**config.mk**
```make
export PLATFORM = sky130hd
export DESIGN_NAME = long_multiplier_iterative_flat
export DESIGN_NICKNAME = d
export VERILOG_FILES = /design/src/rtl/long_multiplier_iterative_if.sv /design/src/rtl/long_multiplier_iterative.sv /design/src/flat_wrapper.sv
export SDC_FILE = /design/constraint.sdc
export NUM_CORES = 1
export LEC_CHECK = 0
export CAP_MARGIN = 5
export CORE_UTILIZATION = 62
export CTS_CLUSTER_DIAMETER = 150
export DETAILED_ROUTE_END_ITERATION = 8
export PLACE_DENSITY = 0.83
export SYNTH_ARGS = -nofsm -noshare
export SYNTH_HDL_FRONTEND = slang
export SYNTH_SLANG_ARGS = --single-unit
```
**constraint.sdc**
```tcl
create_clock -name clk_i -period 12.8 [get_ports clk_i]
set_input_delay 1.28 -clock clk_i [delete_from_list [all_inputs] [get_ports clk_i]]
set_output_delay 1.28 -clock clk_i [all_outputs]
set_load 0.01 [all_outputs]
```
**src/rtl/long_multiplier_iterative_if.sv**
```systemverilog
// Operand/result bundle for the iterative long multiplier.
// Signals:
//   valid_i        - operands and mode valid this cycle (master -> slave)
//   ready_o        - multiplier idle and able to accept (slave -> master)
//   signed_i       - 1: both operands two's complement, 0: both unsigned
//   multiplicand_i - operand A, DATA_WIDTH bits
//   multiplier_i   - operand B, DATA_WIDTH bits
//   product_o      - full 2*DATA_WIDTH product, held until next result
//   valid_o        - one-cycle pulse marking a fresh product_o
interface long_multiplier_iterative_if #(
    parameter int DATA_WIDTH = 32
);
    logic                      valid_i;
    logic                      ready_o;
    logic                      signed_i;
    logic [DATA_WIDTH-1:0]     multiplicand_i;
    logic [DATA_WIDTH-1:0]     multiplier_i;
    logic [2*DATA_WIDTH-1:0]   product_o;
    logic                      valid_o;

    modport master (
        output valid_i,
        output signed_i,
        output multiplicand_i,
        output multiplier_i,
        input  ready_o,
        input  product_o,
        input  valid_o
    );

    modport slave (
        input  valid_i,
        input  signed_i,
        input  multiplicand_i,
        input  multiplier_i,
        output ready_o,
        output product_o,
        output valid_o
    );
endinterface

```
**src/rtl/long_multiplier_iterative.sv**
```systemverilog
// Sequential shift-and-add multiplier, ROWS_PER_CYCLE partial rows per clock.
// Ports:
//   clk_i - clock, rising edge
//   rst_i - synchronous active-high reset
//   bus   - slave side of long_multiplier_iterative_if (operands in,
//           ready_o / product_o / valid_o out)
// Signed operands are reduced to magnitudes on accept; the sign is
// reapplied once when the final product is registered.
module long_multiplier_iterative #(
    parameter int DATA_WIDTH     = 32,
    parameter int ROWS_PER_CYCLE = 2
) (
    input  logic                          clk_i,
    input  logic                          rst_i,
    long_multiplier_iterative_if.slave    bus
);
    localparam int ITER = DATA_WIDTH / ROWS_PER_CYCLE;
    localparam int PW   = 2 * DATA_WIDTH;
    localparam int CW   = (ITER > 1) ? $clog2(ITER) : 1;

    localparam logic [1:0] S_IDLE = 2'd0;
    localparam logic [1:0] S_MUL  = 2'd1;
    localparam logic [1:0] S_DONE = 2'd2;

    logic [1:0]            r_state;
    logic [PW-1:0]         r_acc;
    logic [PW-1:0]         r_mcand;
    logic [DATA_WIDTH-1:0] r_mplr;
    logic                  r_neg;
    logic [CW-1:0]         r_cnt;
    logic [PW-1:0]         r_product;
    logic                  r_valid;

    logic [DATA_WIDTH-1:0] w_mag_a;
    logic [DATA_WIDTH-1:0] w_mag_b;
    logic                  w_neg;
    logic [PW-1:0]         w_rows;
    logic [PW-1:0]         w_sum;
    logic                  w_last;

    // Negating the most negative value wraps back onto itself, which read
    // as unsigned is exactly its magnitude.
    assign w_mag_a = (bus.signed_i && bus.multiplicand_i[DATA_WIDTH-1])
                   ? (DATA_WIDTH'(0) - bus.multiplicand_i)
                   : bus.multiplicand_i;
    assign w_mag_b = (bus.signed_i && bus.multiplier_i[DATA_WIDTH-1])
                   ? (DATA_WIDTH'(0) - bus.multiplier_i)
                   : bus.multiplier_i;
    assign w_neg   = bus.signed_i &
                     (bus.multiplicand_i[DATA_WIDTH-1] ^
                      bus.multiplier_i[DATA_WIDTH-1]);

    // r_mcand is already pre-shifted to the weight of r_mplr[0].
    always_comb begin
        w_rows = '0;
        for (int j = 0; j < ROWS_PER_CYCLE; j++) begin
            if (r_mplr[j]) begin
                w_rows = w_rows + (r_mcand << j);
            end
        end
    end

    assign w_sum  = r_acc + w_rows;
    assign w_last = (r_cnt == CW'(ITER - 1));

    always_ff @(posedge clk_i) begin
        if (rst_i) begin
            r_state   <= S_IDLE;
            r_acc     <= '0;
            r_mcand   <= '0;
            r_mplr    <= '0;
            r_neg     <= 1'b0;
            r_cnt     <= '0;
            r_product <= '0;
            r_valid   <= 1'b0;
        end else begin
            case (r_state)
                S_IDLE: begin
                    r_valid <= 1'b0;
                    if (bus.valid_i) begin
                        r_mcand <= {{DATA_WIDTH{1'b0}}, w_mag_a};
                        r_mplr  <= w_mag_b;
                        r_neg   <= w_neg;
                        r_acc   <= '0;
                        r_cnt   <= '0;
                        r_state <= S_MUL;
                    end
                end
                S_MUL: begin
                    r_acc   <= w_sum;
                    r_mcand <= r_mcand << ROWS_PER_CYCLE;
                    r_mplr  <= r_mplr >> ROWS_PER_CYCLE;
                    r_cnt   <= r_cnt + CW'(1);
                    if (w_last) begin
                        r_product <= r_neg ? (PW'(0) - w_sum) : w_sum;
                        r_valid   <= 1'b1;
                        r_state   <= S_DONE;
                    end
                end
                S_DONE: begin
                    r_valid <= 1'b0;
                    r_state <= S_IDLE;
                end
                default: begin
                    r_valid <= 1'b0;
                    r_state <= S_IDLE;
                end
            endcase
        end
    end

    assign bus.ready_o   = (r_state == S_IDLE);
    assign bus.product_o = r_product;
    assign bus.valid_o   = r_valid;
endmodule
```
**src/flat_wrapper.sv**
```systemverilog
// flat-port wrapper written by rule: the top's interface ports become plain ports
module long_multiplier_iterative_flat 
#(
    parameter int DATA_WIDTH     = 32,
    parameter int ROWS_PER_CYCLE = 2
)
  (clk_i, rst_i, bus_valid_i, bus_signed_i, bus_multiplicand_i, bus_multiplier_i, bus_ready_o, bus_product_o, bus_valid_o);
  long_multiplier_iterative_if #(.DATA_WIDTH(DATA_WIDTH)) bus_i ();
  input  logic clk_i;
  input  logic rst_i;
  input wire logic [$bits(bus_i.valid_i)-1:0] bus_valid_i;
  input wire logic [$bits(bus_i.signed_i)-1:0] bus_signed_i;
  input wire logic [$bits(bus_i.multiplicand_i)-1:0] bus_multiplicand_i;
  input wire logic [$bits(bus_i.multiplier_i)-1:0] bus_multiplier_i;
  output wire logic [$bits(bus_i.ready_o)-1:0] bus_ready_o;
  output wire logic [$bits(bus_i.product_o)-1:0] bus_product_o;
  output wire logic [$bits(bus_i.valid_o)-1:0] bus_valid_o;
  assign bus_i.valid_i = bus_valid_i;
  assign bus_i.signed_i = bus_signed_i;
  assign bus_i.multiplicand_i = bus_multiplicand_i;
  assign bus_i.multiplier_i = bus_multiplier_i;
  assign bus_ready_o = bus_i.ready_o;
  assign bus_product_o = bus_i.product_o;
  assign bus_valid_o = bus_i.valid_o;
  long_multiplier_iterative #(.DATA_WIDTH(DATA_WIDTH), .ROWS_PER_CYCLE(ROWS_PER_CYCLE)) u_core (.clk_i(clk_i), .rst_i(rst_i), .bus(bus_i));
endmodule
```
==> results.md <==
- During synthesis, Yosys emitted a total of 0 warnings.
- Setup repair after global routing left no endpoint under its margin.
- Leaving out filler cells and counting taps, the final layout contains between 3,000 and 4,000.
- The cell with the largest stage delay on the worst path is sky130_fd_sc_hd__or4_1.
- The pre-antenna-repair detailed-routing pass consisted of 6 iterations.
- For the worst setup path, the data arrival time is approximately 9.0 ns.
- The first routing iteration left between 2,000 and 2,500 violations.
- The global routing usage summed across all routing layers is approximately a third.
- The leftover overflow at the end of global routing is 0.
- The library cell with the largest summed area after synthesis is sky130_fd_sc_hd__dfxtp_1.
- The number of placement rows is 66.
- After synthesis, the largest area contributor takes up 22.2% of total cell area.
- The number of enable flip-flop cells after synthesis is 0.
- Broken down by cell family, the worst path's largest delay share belongs to compound AO/OA/AOI/OAI gates.
- The number of gates resized after CTS was 0.
- After clock tree synthesis, the clock-pin slew on the worst setup and hold paths is 0.06 ns.
- The post-synthesis instance total is 2,836.
- The antenna diode count is 0.
- The final routed DRC violation total is 0.
- The total power divided by cell area is slightly below 90 mW/mm^2.
- Of the cells placed in the final design, the portion with a size suffix greater than 1 is 4.93%.
- The number of nets in the final layout is 2,977.
- The initial core utilization is between 60% and 70%.
- The number of sinks handled by clock tree synthesis is 232.
- After legalization and detailed placement, the total HPWL measured ~45 mm.
- The number of hold buffers added after CTS was 0.
- The least setup slack across all paths after layout is around 4.3 ns.
- Along the worst path, the maximum fanout reaches 44.
- The clock insertion delay at the later pin of the skew report is 0.55 ns.
- Dividing the detail-routed via count by the number of cells gives between 6 and 7.
- The tightest min-delay check is of the reg2reg type.
- The setup violation total in the final timing report is 0.
- The wire length of the first global-routing pass is 98.2 mm.
- The die height is 186 um.
- The run finished with clean final reports.
- The number of buffers inserted during clock tree synthesis is 26.
- VDD sags by at most 0.0943 mV.
- The required time of the critical path is 13.25 ns.
- Once detail routing completed, the nets flagged for antenna violations numbered 0.
- From synthesis to final layout, the design area changed by 9.96%.
- The setup slack at placement is 4.35 ns.
- The core area is 0.0329 sq mm.
- CTS built an H-tree with a depth of 1.
- The number of fillers in the final layout is 2,765.
- TritonCTS built the clock tree.
- The share of flip-flops with an asynchronous set or reset after synthesis is 0%.
- In this run the post-CTS setup repair buffer count came out at 0.
- By area the synthesized netlist is led by sky130_fd_sc_hd__dfxtp_1 22%, sky130_fd_sc_hd__ha_1 6.4%, sky130_fd_sc_hd__nor2_1 5.4%.
- Across all layers, the routed design uses 21,400 vias.
- The tool flagged a number of max-cap violations equal to 0.
- In this design, the critical path's most frequently occurring cell is sky130_fd_sc_hd__a22oi_1.
- The primary flip-flop cell chosen by synthesis mapping is sky130_fd_sc_hd__dfxtp_1.
- The die covers 0.0345 sq mm.
- The initial antenna violation count came to 0.
- The time the worst path needs with I/O delays and setup is about 8.5 ns.
- The clock passes through at most 3 buffers.
- The largest single stage delay on the critical path is around 0.60 ns.
- CTS placed an instance of sky130_fd_sc_hd__clkbuf_16 at the clock tree root.
- The final-layout setup total negative slack is 0 ns.
- The leakage component of the power is 8.98 nW.
- The number of nets in the synthesized netlist is roughly 3,000.
- Counting distinct cell types in the post-synthesis netlist gives roughly 100.
- The sequential cell area in the final layout is 0.00465 sq mm.
- The max-slew violation count is 0.
- The combined area of the multi-input logic cells is 0.0152 sq mm.
- The setup skew after layout is 0.0154 ns.
- The worst-case hold slack is roughly 0.45 ns.
- The number of global-route vias before repair is 19,100.
- The total wirelength of the detailed-routed design is between 60 and 70 mm.
- Based on the critical path, the design can be clocked at up to 117 MHz.
- The synthesis-stage register bit count is 232.
- Entering global routing, the biggest net connects 112 pins.
- Including well taps, the total number of placed cells is 3,214.
- Dividing the detail-routed wire length by the instance count gives 18.8 um.
- The number of buffer cells added on primary ports is 133.
- For this design the top-level I/O count stands at ~130.
- The worst setup path is captured at a register.
- Routability-driven placement finished with a final weighted congestion of 0.968.
- The share of the Yosys chip area taken by registers is approximately 22%.
- Measured against its own limit, the worst slew margin works out to a little over a fifth.
- The count of buffering cells on the critical path with inverters included is 2.
- The cell area that synthesis handed to floorplanning was 0.0209 sq mm.
- The final number of hold-violating endpoints is 0.
- The average cell area after synthesis is 7.38 sq um.
- The horizontal die dimension is approximately 190 um.
- After layout, the worst path uses 66.8% of the clock period.
- The startpoint class of the critical path is a register.
- The transition time at the pin with the least slew margin is between 1 and 1.5 ns.
- The classification of the worst setup path is reg2reg.
## final timing paths
kind	from	cells after the start	slack (ns)	endpoint
worst max-delay path	u_core.r_mplr[0]	31	4.25	u_core.bus.product_o[63]
worst min-delay path	u_core.bus.product_o[40]	2	0.45	u_core.bus.product_o[40]
worst max register to register	u_core.r_mplr[0]	31	4.25	u_core.bus.product_o[63]
worst min register to register	u_core.bus.product_o[40]	2	0.45	u_core.bus.product_o[40]
## layer usage
| layer | vias to the layer above | global-route usage (%) | wire (um) |
|---|---|---|---|
| met2 | 975 | 53.2 | 26200 |
| met3 | 104 | 4.75 | 5530 |
| met5 | - | 0 | 0 |
| met1 | 9937 | 51.0 | 28100 |
| met4 | 0 | 10.1 | 1610 |
| li1 | 10400 | - | - |
## final cells by class
class / count / area share (%)
Tap cell: 442 / 2.40
Timing Repair Buffer: 146 / 6.20
Clock inverter: 12 / 0.653
Inverter: 68 / 1.11
Sequential cell: 232 / 20.2
Clock buffer: 34 / 3.31
Multi-Input combinational cell: 2326 / 66.1
## logic make-up (layout without fill, tap and decap cells)
family | count (synthesis) | in the layout | synth area share, %
compound gates | 970 | 970 | 31.7
xor+xnor | 233 | 233 | 9.76
fa+ha+maj | 109 | 109 | 6.59
buf+inv | 278 | 260 | 5.23
flops | 232 | 232 | 22.2
mux | 40 | 40 | 2.07
simple gates | 974 | 974 | 22.4
## sequential cells by signal, indices dropped and copies added (netlist names)
register / cells
u_core.r_mcand: 64
u_core.r_state: 2
u_core.bus.valid_o: 1
u_core.r_cnt: 4
u_core.bus.product_o: 64
u_core.r_mplr: 32
u_core.r_acc: 64
u_core.r_neg: 1
## worst min-delay path, cell delays in order (launching register included)
cell and delay, ns:
sky130_fd_sc_hd__dfxtp_1 0.31, sky130_fd_sc_hd__nand2_1 0.05, sky130_fd_sc_hd__a21oi_1 0.05
## report_power, final
part           internal, mW  switching [mW]
clock network         0.479           0.319
registers             0.749          0.0762
logic                 0.162           0.270
## synthesized netlist by cell type (13+ instances only)
library cell	count
sky130_fd_sc_hd__a22o_1	92
sky130_fd_sc_hd__o21a_1	13
sky130_fd_sc_hd__nor4_1	23
sky130_fd_sc_hd__clkbuf_1	177
sky130_fd_sc_hd__xor2_1	119
sky130_fd_sc_hd__a31oi_1	27
sky130_fd_sc_hd__inv_1	67
sky130_fd_sc_hd__o21bai_1	21
sky130_fd_sc_hd__dfxtp_1	232
sky130_fd_sc_hd__o22ai_1	15
sky130_fd_sc_hd__mux2_2	26
sky130_fd_sc_hd__and3_1	15
sky130_fd_sc_hd__a21o_1	78
sky130_fd_sc_hd__a2111oi_0	34
sky130_fd_sc_hd__nand2_1	298
sky130_fd_sc_hd__nor2_1	300
sky130_fd_sc_hd__o21ai_0	182
sky130_fd_sc_hd__o31ai_1	28
sky130_fd_sc_hd__o41ai_1	14
sky130_fd_sc_hd__o21ai_1	14
sky130_fd_sc_hd__nor2b_1	14
sky130_fd_sc_hd__a211oi_1	94
sky130_fd_sc_hd__a21oi_1	206
sky130_fd_sc_hd__mux2i_1	14
sky130_fd_sc_hd__xnor2_1	114
sky130_fd_sc_hd__o211ai_1	19
sky130_fd_sc_hd__nand4_1	34
sky130_fd_sc_hd__and2_1	54
sky130_fd_sc_hd__nor3_1	36
sky130_fd_sc_hd__ha_1	107
sky130_fd_sc_hd__buf_1	17
sky130_fd_sc_hd__nand2b_1	22
sky130_fd_sc_hd__a22oi_1	22
sky130_fd_sc_hd__nand3_1	59
sky130_fd_sc_hd__or3_1	35
## stage by stage
stage / instance area, sq um / power [mW] / util (%)
after global placement: 22100 / 1.25 / 67.2
after detailed placement: 22100 / 1.26 / 67.2
after CTS: 23000 / 2.05 / 70.0
after floorplan: 20900 / 1.14 / -
final: 23000 / 2.06 / 70.0
after global routing: 23000 / 2.14 / 70.0
## placed cells by master, fill, tap and decap left out, types with 13 or more instances in the layout
cell type	synthesis	routed
sky130_fd_sc_hd__nor2_1	300	298
sky130_fd_sc_hd__nand2_1	298	298
sky130_fd_sc_hd__dfxtp_1	232	230
sky130_fd_sc_hd__a21oi_1	206	206
sky130_fd_sc_hd__o21ai_0	182	182
sky130_fd_sc_hd__clkdlybuf4s50_1	0	132
sky130_fd_sc_hd__xor2_1	119	119
sky130_fd_sc_hd__xnor2_1	114	114
sky130_fd_sc_hd__ha_1	107	107
sky130_fd_sc_hd__a211oi_1	94	94
sky130_fd_sc_hd__a22o_1	92	92
sky130_fd_sc_hd__a21o_1	78	78
sky130_fd_sc_hd__inv_1	67	67
sky130_fd_sc_hd__nand3_1	59	59
sky130_fd_sc_hd__and2_1	54	52
sky130_fd_sc_hd__nor3_1	36	36
sky130_fd_sc_hd__or3_1	35	35
sky130_fd_sc_hd__nand4_1	34	34
sky130_fd_sc_hd__a2111oi_0	34	34
sky130_fd_sc_hd__o31ai_1	28	28
sky130_fd_sc_hd__a31oi_1	27	27
sky130_fd_sc_hd__clkbuf_16	0	27
sky130_fd_sc_hd__mux2_2	26	26
sky130_fd_sc_hd__nor4_1	23	23
sky130_fd_sc_hd__a22oi_1	22	22
sky130_fd_sc_hd__nand2b_1	22	22
sky130_fd_sc_hd__o21bai_1	21	21
sky130_fd_sc_hd__o211ai_1	19	19
sky130_fd_sc_hd__o22ai_1	15	15
sky130_fd_sc_hd__and3_1	15	15
sky130_fd_sc_hd__mux2i_1	14	14
sky130_fd_sc_hd__o21ai_1	14	14
sky130_fd_sc_hd__o41ai_1	14	14
sky130_fd_sc_hd__buf_4	0	14
sky130_fd_sc_hd__nor2b_1	14	13
sky130_fd_sc_hd__o21a_1	13	13
Power figures use the tool's default switching activity.
